===== config.mk =====
export PLATFORM = sky130hd
export DESIGN_NAME = truth_table_sequencer_flat
export DESIGN_NICKNAME = d
export VERILOG_FILES = /design/src/rtl/truth_table_sequencer_if.sv /design/src/rtl/truth_table_sequencer.sv /design/src/flat_wrapper.sv
export SDC_FILE = /design/constraint.sdc
export NUM_CORES = 1
export LEC_CHECK = 0
export BUFFER_PORTS_ARGS = -buffer_cell sky130_fd_sc_hd__buf_2
export CAP_MARGIN = 10
export CORE_AREA = 2 2 83 45
export CTS_BUF_LIST = sky130_fd_sc_hd__clkbuf_8 sky130_fd_sc_hd__clkbuf_16
export DETAILED_ROUTE_END_ITERATION = 10
export DIE_AREA = 0 0 85 47
export GPL_ROUTABILITY_DRIVEN = 0
export GPL_TIMING_DRIVEN = 0
export PLACE_DENSITY = 0.78
export SLEW_MARGIN = 15
export SYNTH_ARGS = -nofsm -noshare
export SYNTH_HDL_FRONTEND = slang
export SYNTH_SLANG_ARGS = --single-unit

===== constraint.sdc =====
create_clock -name clk -period 5.7 [get_ports clk]
set_input_delay 0.285 -clock clk [delete_from_list [all_inputs] [get_ports clk]]
set_output_delay 0.285 -clock clk [all_outputs]
set_load 0.01 [all_outputs]

===== src/rtl/truth_table_sequencer_if.sv =====
// Bundle between the run controller, the sequencer and the combinational function under test.
// master drives start and returns the function output; slave is the sequencer itself.
interface truth_table_sequencer_if #(
  parameter int N_IN = 4
);
  logic                 start;
  logic [N_IN-1:0]      dut_in;
  logic                 dut_out;
  logic                 busy;
  logic                 done;
  logic                 pass;
  logic [N_IN:0]        err_count;
  logic [N_IN-1:0]      first_fail;
  logic [2**N_IN-1:0]   captured;

  modport master (
    output start, dut_out,
    input  dut_in, busy, done, pass, err_count, first_fail, captured
  );

  modport slave (
    input  start, dut_out,
    output dut_in, busy, done, pass, err_count, first_fail, captured
  );
endinterface


===== src/rtl/truth_table_sequencer.sv =====
// Walks every input code of an N_IN-input function, holds each SETTLE cycles, samples the
// output and compares it against a golden truth table.
//
// state  | meaning
// IDLE   | after reset, waiting for start
// RUN    | applying codes 0..2**N_IN-1, sampling at the end of each hold
// DONE   | results frozen until the next start
module truth_table_sequencer #(
  parameter int                 N_IN     = 4,
  parameter int                 SETTLE   = 2,
  parameter logic [2**N_IN-1:0] EXPECTED = 16'hA5C3
) (
  input logic                     clk,
  input logic                     rst,
  truth_table_sequencer_if.slave  bus
);
  localparam int NV = 2**N_IN;
  localparam int HW = (SETTLE > 1) ? $clog2(SETTLE) : 1;
  localparam logic [HW-1:0] RELOAD = HW'(SETTLE - 1);

  typedef enum logic [1:0] {S_IDLE, S_RUN, S_DONE} state_e;

  state_e            state_q, state_d;
  logic [N_IN-1:0]   idx_q, idx_d;
  logic [HW-1:0]     hold_q, hold_d;
  logic [NV-1:0]     captured_q, captured_d;
  logic [N_IN:0]     err_q, err_d;
  logic [N_IN-1:0]   ff_q, ff_d;
  logic              done_q, done_d;
  logic              pass_q, pass_d;
  logic              mismatch;
  logic              last;

  always_ff @(posedge clk) begin
    if (rst) begin
      state_q    <= S_IDLE;
      idx_q      <= '0;
      hold_q     <= '0;
      captured_q <= '0;
      err_q      <= '0;
      ff_q       <= '0;
      done_q     <= 1'b0;
      pass_q     <= 1'b0;
    end else begin
      state_q    <= state_d;
      idx_q      <= idx_d;
      hold_q     <= hold_d;
      captured_q <= captured_d;
      err_q      <= err_d;
      ff_q       <= ff_d;
      done_q     <= done_d;
      pass_q     <= pass_d;
    end
  end

  always_comb begin
    state_d    = state_q;
    idx_d      = idx_q;
    hold_d     = hold_q;
    captured_d = captured_q;
    err_d      = err_q;
    ff_d       = ff_q;
    done_d     = done_q;
    pass_d     = pass_q;
    mismatch   = (bus.dut_out != EXPECTED[idx_q]);
    last       = (idx_q == N_IN'(NV - 1));

    case (state_q)
      S_IDLE, S_DONE: begin
        if (bus.start) begin
          state_d    = S_RUN;
          idx_d      = '0;
          hold_d     = RELOAD;
          captured_d = '0;
          err_d      = '0;
          ff_d       = '0;
          done_d     = 1'b0;
          pass_d     = 1'b0;
        end
      end
      S_RUN: begin
        if (hold_q != '0) begin
          hold_d = hold_q - HW'(1);
        end else begin
          captured_d[idx_q] = bus.dut_out;
          if (mismatch) begin
            err_d = err_q + (N_IN+1)'(1);
            if (err_q == '0) ff_d = idx_q;
          end
          // dut_in mirrors idx, so the last code stays applied in DONE
          if (last) begin
            state_d = S_DONE;
            done_d  = 1'b1;
            pass_d  = (err_d == '0);
          end else begin
            idx_d  = idx_q + N_IN'(1);
            hold_d = RELOAD;
          end
        end
      end
      default: state_d = S_IDLE;
    endcase
  end

  assign bus.dut_in     = idx_q;
  assign bus.busy       = (state_q == S_RUN);
  assign bus.done       = done_q;
  assign bus.pass       = pass_q;
  assign bus.err_count  = err_q;
  assign bus.first_fail = ff_q;
  assign bus.captured   = captured_q;
endmodule


===== src/flat_wrapper.sv =====
// flat-port wrapper written by rule: the top's interface ports become plain ports
module truth_table_sequencer_flat 
#(
  parameter int                 N_IN     = 4,
  parameter int                 SETTLE   = 2,
  parameter logic [2**N_IN-1:0] EXPECTED = 16'hA5C3
)
  (clk, rst, bus_start, bus_dut_out, bus_dut_in, bus_busy, bus_done, bus_pass, bus_err_count, bus_first_fail, bus_captured);
  truth_table_sequencer_if #(.N_IN(N_IN)) bus_i ();
  input logic clk;
  input logic rst;
  input wire logic [$bits(bus_i.start)-1:0] bus_start;
  input wire logic [$bits(bus_i.dut_out)-1:0] bus_dut_out;
  output wire logic [$bits(bus_i.dut_in)-1:0] bus_dut_in;
  output wire logic [$bits(bus_i.busy)-1:0] bus_busy;
  output wire logic [$bits(bus_i.done)-1:0] bus_done;
  output wire logic [$bits(bus_i.pass)-1:0] bus_pass;
  output wire logic [$bits(bus_i.err_count)-1:0] bus_err_count;
  output wire logic [$bits(bus_i.first_fail)-1:0] bus_first_fail;
  output wire logic [$bits(bus_i.captured)-1:0] bus_captured;
  assign bus_i.start = bus_start;
  assign bus_i.dut_out = bus_dut_out;
  assign bus_dut_in = bus_i.dut_in;
  assign bus_busy = bus_i.busy;
  assign bus_done = bus_i.done;
  assign bus_pass = bus_i.pass;
  assign bus_err_count = bus_i.err_count;
  assign bus_first_fail = bus_i.first_fail;
  assign bus_captured = bus_i.captured;
  truth_table_sequencer #(.N_IN(N_IN), .SETTLE(SETTLE), .EXPECTED(EXPECTED)) u_core (.clk(clk), .rst(rst), .bus(bus_i));
endmodule

Word-level counts from Yosys, hierarchy flattened
Memories as Yosys holds them, arrays and structs flattened. A register that Yosys moved wholly into a read port is not among the register bits.
Index checks and enable logic that the tools add are counted.
- bits in registers: 34
- bits in read-only memories: 16
- input bits: 4
- output and inout port bits: 32
- word-level logic and storage cells: 74
- memories: 1
- add/subtract/negate cells: 3
- magnitude comparators: 2
- equal/unequal tests: 10
- muxes and demuxes: 38
- reduce and logical (&&, ||, !) cells: 12
- memories (name ; words ; bits a word ; read ports ; clocked after memory_dff ; wr ports ; line ; text):
    (no name shown) ; 16 ; 1 ; 1 ; 1 ; 0 ; truth_table_sequencer.sv:65 ; mismatch = (bus.dut_out != EXPECTED[idx_q]);
- operator list (operator ; number):
    16-bit 2-to-1 mux ; 2
    4-bit 2-to-1 mux ; 8
    16-bit case mux with 2 select lines ; 1
    5-bit 2-to-1 mux ; 5
    16-bit bitwise mux ; 1
    4-bit case mux with 2 select lines ; 2
    5-bit zero test ; 2
    1-bit 2-to-1 mux ; 10
    5-bit case mux with 2 select lines ; 1
    4-bit AND reduction ; 2
    2-bit 2-to-1 mux ; 3
    2-bit by 1-bit != test with 1-bit output (second input constant) ; 3
    2-bit != test (second input constant) ; 3
    1-bit case mux with 2 select lines ; 3
    3-bit AND reduction ; 2
    5-bit by 1-bit adder with 5-bit output (second input constant) ; 1
    4-bit by 5-bit less-than comparator with 1-bit output (second input constant) ; 1
    5-bit AND reduction ; 1
    4-bit by 1-bit adder with 4-bit output (second input constant) ; 1
    1-bit demux with 4-bit select ; 1
    4-bit equality test (second input constant) ; 1
    4-bit by 1-bit >= comparator with 1-bit output (second input constant) ; 1
    2-bit case mux with 2 select lines ; 1
    2-bit by 1-bit equality test with 1-bit output (second input constant) ; 1
    8 further kinds ; 8

Longest topological paths before layout
- depth after elaboration: 10
- gate-level depth with buffers: 7
- depth with buffers taken out: 7

Worst setup path after synthesis
No wires, ideal clock.
- kind: reg-to-reg
- start: reg u_core.idx_q[0], in the netlist u_core.bus.dut_in[0]
- end: reg with a tool-made name
- setup time: 128 ps
- arrival time: 1715 ps
- required time: 5572 ps
- path slack: 3857 ps
- stages on the path, launching flop included: 8
- path buffers: 1
- clock period less this slack: 1843 ps
- path through: dfxtp_1 -> ha_1 -> clkbuf_1 -> a311oi_1 -> xnor2_1 -> a22oi_1 -> mux2_4 -> mux2i_1
- RTL lines (what ; line ; text):
    start: declaration ; truth_table_sequencer.sv:24 ; logic [N_IN-1:0] idx_q, idx_d;
    start signal: assignment ; truth_table_sequencer.sv:46 ; idx_q <= idx_d;

Worst setup path after layout
- start: reg u_core.state_q[1]
- end: out bus_busy
- cells in the longest elaborated chain, start to end: 1
- ends and longest elaborated chain (what ; line ; text):
    start: declaration ; truth_table_sequencer.sv:23 ; state_e state_q, state_d;
    start signal: assignment ; truth_table_sequencer.sv:45 ; state_q <= state_d;
    2-bit by 1-bit equality test with 1-bit output ; truth_table_sequencer.sv:106 ; assign bus.busy = (state_q == S_RUN);
    end: declaration ; flat_wrapper.sv:15 ; output wire logic [$bits(bus_i.busy)-1:0] bus_busy;
No other way between the ends.

==> impl_metrics.json <==
{
  "outcome": "finished, final reports clean",
  "ys_seq_area_share_pct": 40.4,
  "finalWirelength_mm": 4.55,
  "ys_ff_latch": 35,
  "ant_nets": 0,
  "critPathKind": "reg2out",
  "grt_first_pass_wirelength_mm": 7.18,
  "fmax_mhz": 449,
  "worst-path-max-fanout": 9,
  "dp_cells": 288,
  "overflow": 0,
  "grt_max_degree": 11,
  "insertion_delay_ns": 0.28,
  "via_count": 1721,
  "fin_skew_ns": 0.00288,
  "crit_required_ns": 5.41,
  "worst_hold_path_type": "in2reg",
  "yosys_warnings": 0,
  "slew_headroom_pct": 57.3,
  "num_io_pins": 36,
  "syn_area_per_cell_um2": 8.14,
  "synth_top_family_by_area": "compound AO/OA/AOI/OAI gates",
  "powerDensity_mw_per_mm2": 246,
  "cts_tree": "done",
  "cts_buffers": 5,
  "clk_pin_slew_ns": 0.07,
  "nNetsFinal": 263,
  "drt_pass1_iterations": 4,
  "max-vdd-ir-drop_uv": 113,
  "max_stage_delay_ns": 0.51,
  "setup_violations": 0,
  "layout-drive-gt1-share_pct": 18.5,
  "drcViolationCount": 0,
  "post_cts_resized": 0,
  "syn2layout_area_growth_pct": 18.3,
  "die_area_mm2": 0.00400,
  "diodes": 0,
  "post-dp-hpwl_mm": 3.30,
  "cts.sinks": 35,
  "hold_viol": 0,
  "drv_cap": 0,
  "worst_slew_pin_slew_ns": 0.639,
  "setup_tns_ns": 0,
  "grt_pass1_vias": 1400,
  "initial_utilization_pct": 52.8,
  "htree_levels": 2,
  "avgViaCountPerCell": 5.81,
  "drt_iter0_markers": 197,
  "syn_area_mm2": 0.00173,
  "cts_max_path_buffers": 2,
  "chipWidth_um": 85,
  "ctsHoldBuffers": 0,
  "yosys-mux-area-fraction_pct": 3.54,
  "io_buffers": 33,
  "slew_viol_final": 0,
  "crit_start": "u_core.state_q[1]$_SDFFE_PP0P_",
  "synth-compound-area-share_pct": 25.1,
  "rows": 15,
  "period_minus_slack_ns": 2.22,
  "post-route-period-util_pct": 39.0,
  "cts-root-buf": "clkbuf_8",
  "cts_setup_buffers": 0,
  "fp.dieH_um": 47,
  "antenna_found_initial": 0,
  "cp-end-kind": "primary output",
  "grt_usage_pct": 24.1,
  "syn_nets": 223,
  "synth_xor_area_share_pct": 3.03,
  "wire_per_inst_um": 15.4,
  "syn_inst": 213,
  "leakagePower_nw": 0.855,
  "post_synth_num_cell_types": 39,
  "cp_cell_sequence": "or2b_1 > clkbuf_1 > clkinv_1 > buf_2",
  "cpMaxStageDelayCell": "dfxtp_1",
  "worstHoldStart": "bus_start",
  "finalNonFillerCells": 296,
  "core_area_mm2": 0.00328,
  "rsz0062_at_grt": "no",
  "synthAdderAreaFrac_pct": 4.33,
  "r2r-start": "u_core.bus.dut_in[0]$_SDFFE_PP0N_",
  "synth-simple-area-share_pct": 18.9,
  "r2r_slack_ns": 3.58,
  "startpoint_type": "flip-flop",
  "arrival_ns": 1.94
}
layer usage:
layer	up-vias	share of wire, %	global-route usage (%)
met5	-	0	0
met3	4	9.7	7.03
met2	85	38	31.1
met1	791	52	38.1
li1	841	-	-
met4	0	0.53	6.67
layout by cell type (no fill, tap or decap), types with 2 or more instances in the layout:
cell type,n
a21oi_1,39
a22oi_1,5
a31oi_1,2
and2_1,2
and3_1,5
buf_2,33
clkbuf_1,13
clkbuf_8,7
dfxtp_1,35
ha_1,6
inv_1,6
mux2_4,2
mux2i_1,2
nand2_1,17
nand2b_1,2
nand3_1,3
nand4_1,6
nor2_1,16
nor2b_1,3
nor3_1,3
o21a_1,2
o21ai_0,22
xnor2_1,4
xor2_1,2
cell families after synthesis:
kind of cell	count (synthesis)
flip-flops	35
multiplexers	5
AND/OR/NAND/NOR	63
buffers and inverters	21
AO/OA/AOI/OAI	77
XOR/XNOR	6
adder cells (fa/ha/maj)	6
area by class of cell:
class                      instances  area [um2]
clock inverter                     1        3.75
buffer                            15        57.6
multi-input combinational        157         952
clock buffer                       7        96.3
inverter                           6        22.5
timing repair buffer              33         165
fill                             327        1230
sequential                        35         701
tap                               42        52.6
registers in the layout, indices dropped and copies added (netlist names), named ones only:
| name | cells |
|---|---|
| u_core.bus.captured | 16 |
| u_core.bus.done | 1 |
| u_core.bus.dut_in | 4 |
| u_core.bus.err_count | 5 |
| u_core.bus.first_fail | 4 |
| u_core.bus.pass | 1 |
| u_core.hold_q | 1 |
| u_core.state_q | 2 |
through the flow:
step	power, W	setup slack (ns)	util, %	area (um2)	hold WS [ns]
2_1_floorplan	0.000297	3.86	-	1730	0.451
3_3_place_gp	0.000314	3.65	59.4	1950	0.439
3_5_place_dp	0.000315	3.64	59.4	1950	0.456
4_1_cts	0.000507	3.53	62.4	2050	0.339
5_1_grt	0.000527	3.39	62.4	2050	0.373
6_report	0.000505	3.48	62.4	2050	0.356
cell usage after synthesis (all sizes together):
library cell  count  area (um2)
inv               5        18.8
a311oi            1        8.76
o21a              2        15.0
nor3b             1        18.8
dfxtp            35         701
nor2             16        60.1
or2b              1        7.51
xnor2             4        35.0
nor4b             1        8.76
and2              2        12.5
a221oi            1        8.76
mux2              3        41.3
clkbuf           14        53.8
a31oi             2        12.5
a2bb2oi           1        8.76
clkinv            1        3.75
a21o              1        7.51
or3               1        6.26
ha                6        75.1
nor2b             3        18.8
and3              5        31.3
xor2              2        17.5
nand2            17        63.8
o21ai            22         110
or3b              1        8.76
nand2b            2        12.5
nand3             3        15.0
a32o              1        10.0
a21oi            39         195
buf               1        3.75
o211ai            1        12.5
nand4bb           1        11.3
mux2i             2        20.0
a32oi             1        8.76
a22oi             5        37.5
nor3              3        15.0
nand4             6        37.5
worst max-delay path, delay by kind of cell, from the launching register on:
family	cells	cell delay, ns
buffers and inverters	3	0.99
flip-flops	1	0.51
AND/OR/NAND/NOR	1	0.15
final timing paths:
| kind | end | depth (start not counted) |
|---|---|---|
| worst max-delay path | bus_busy | 4 |
| worst min-delay path | u_core.state_q[0]$_SDFFE_PP0P_ | 3 |
| worst max register to register | flip-flop | 7 |
| worst min register to register | u_core.bus.pass$_SDFFE_PP0P_ | 2 |
report_power, final:
group / total, W / switching [W] / internal, W
sequential: 0.000253 / 0.00000568 / 0.000248
combinational: 0.0000573 / 0.0000396 / 0.0000177
clock: 0.000194 / 0.0000860 / 0.000108
total: 0.000505 / 0.000131 / 0.000374
(Power assumes the default switching activity.)
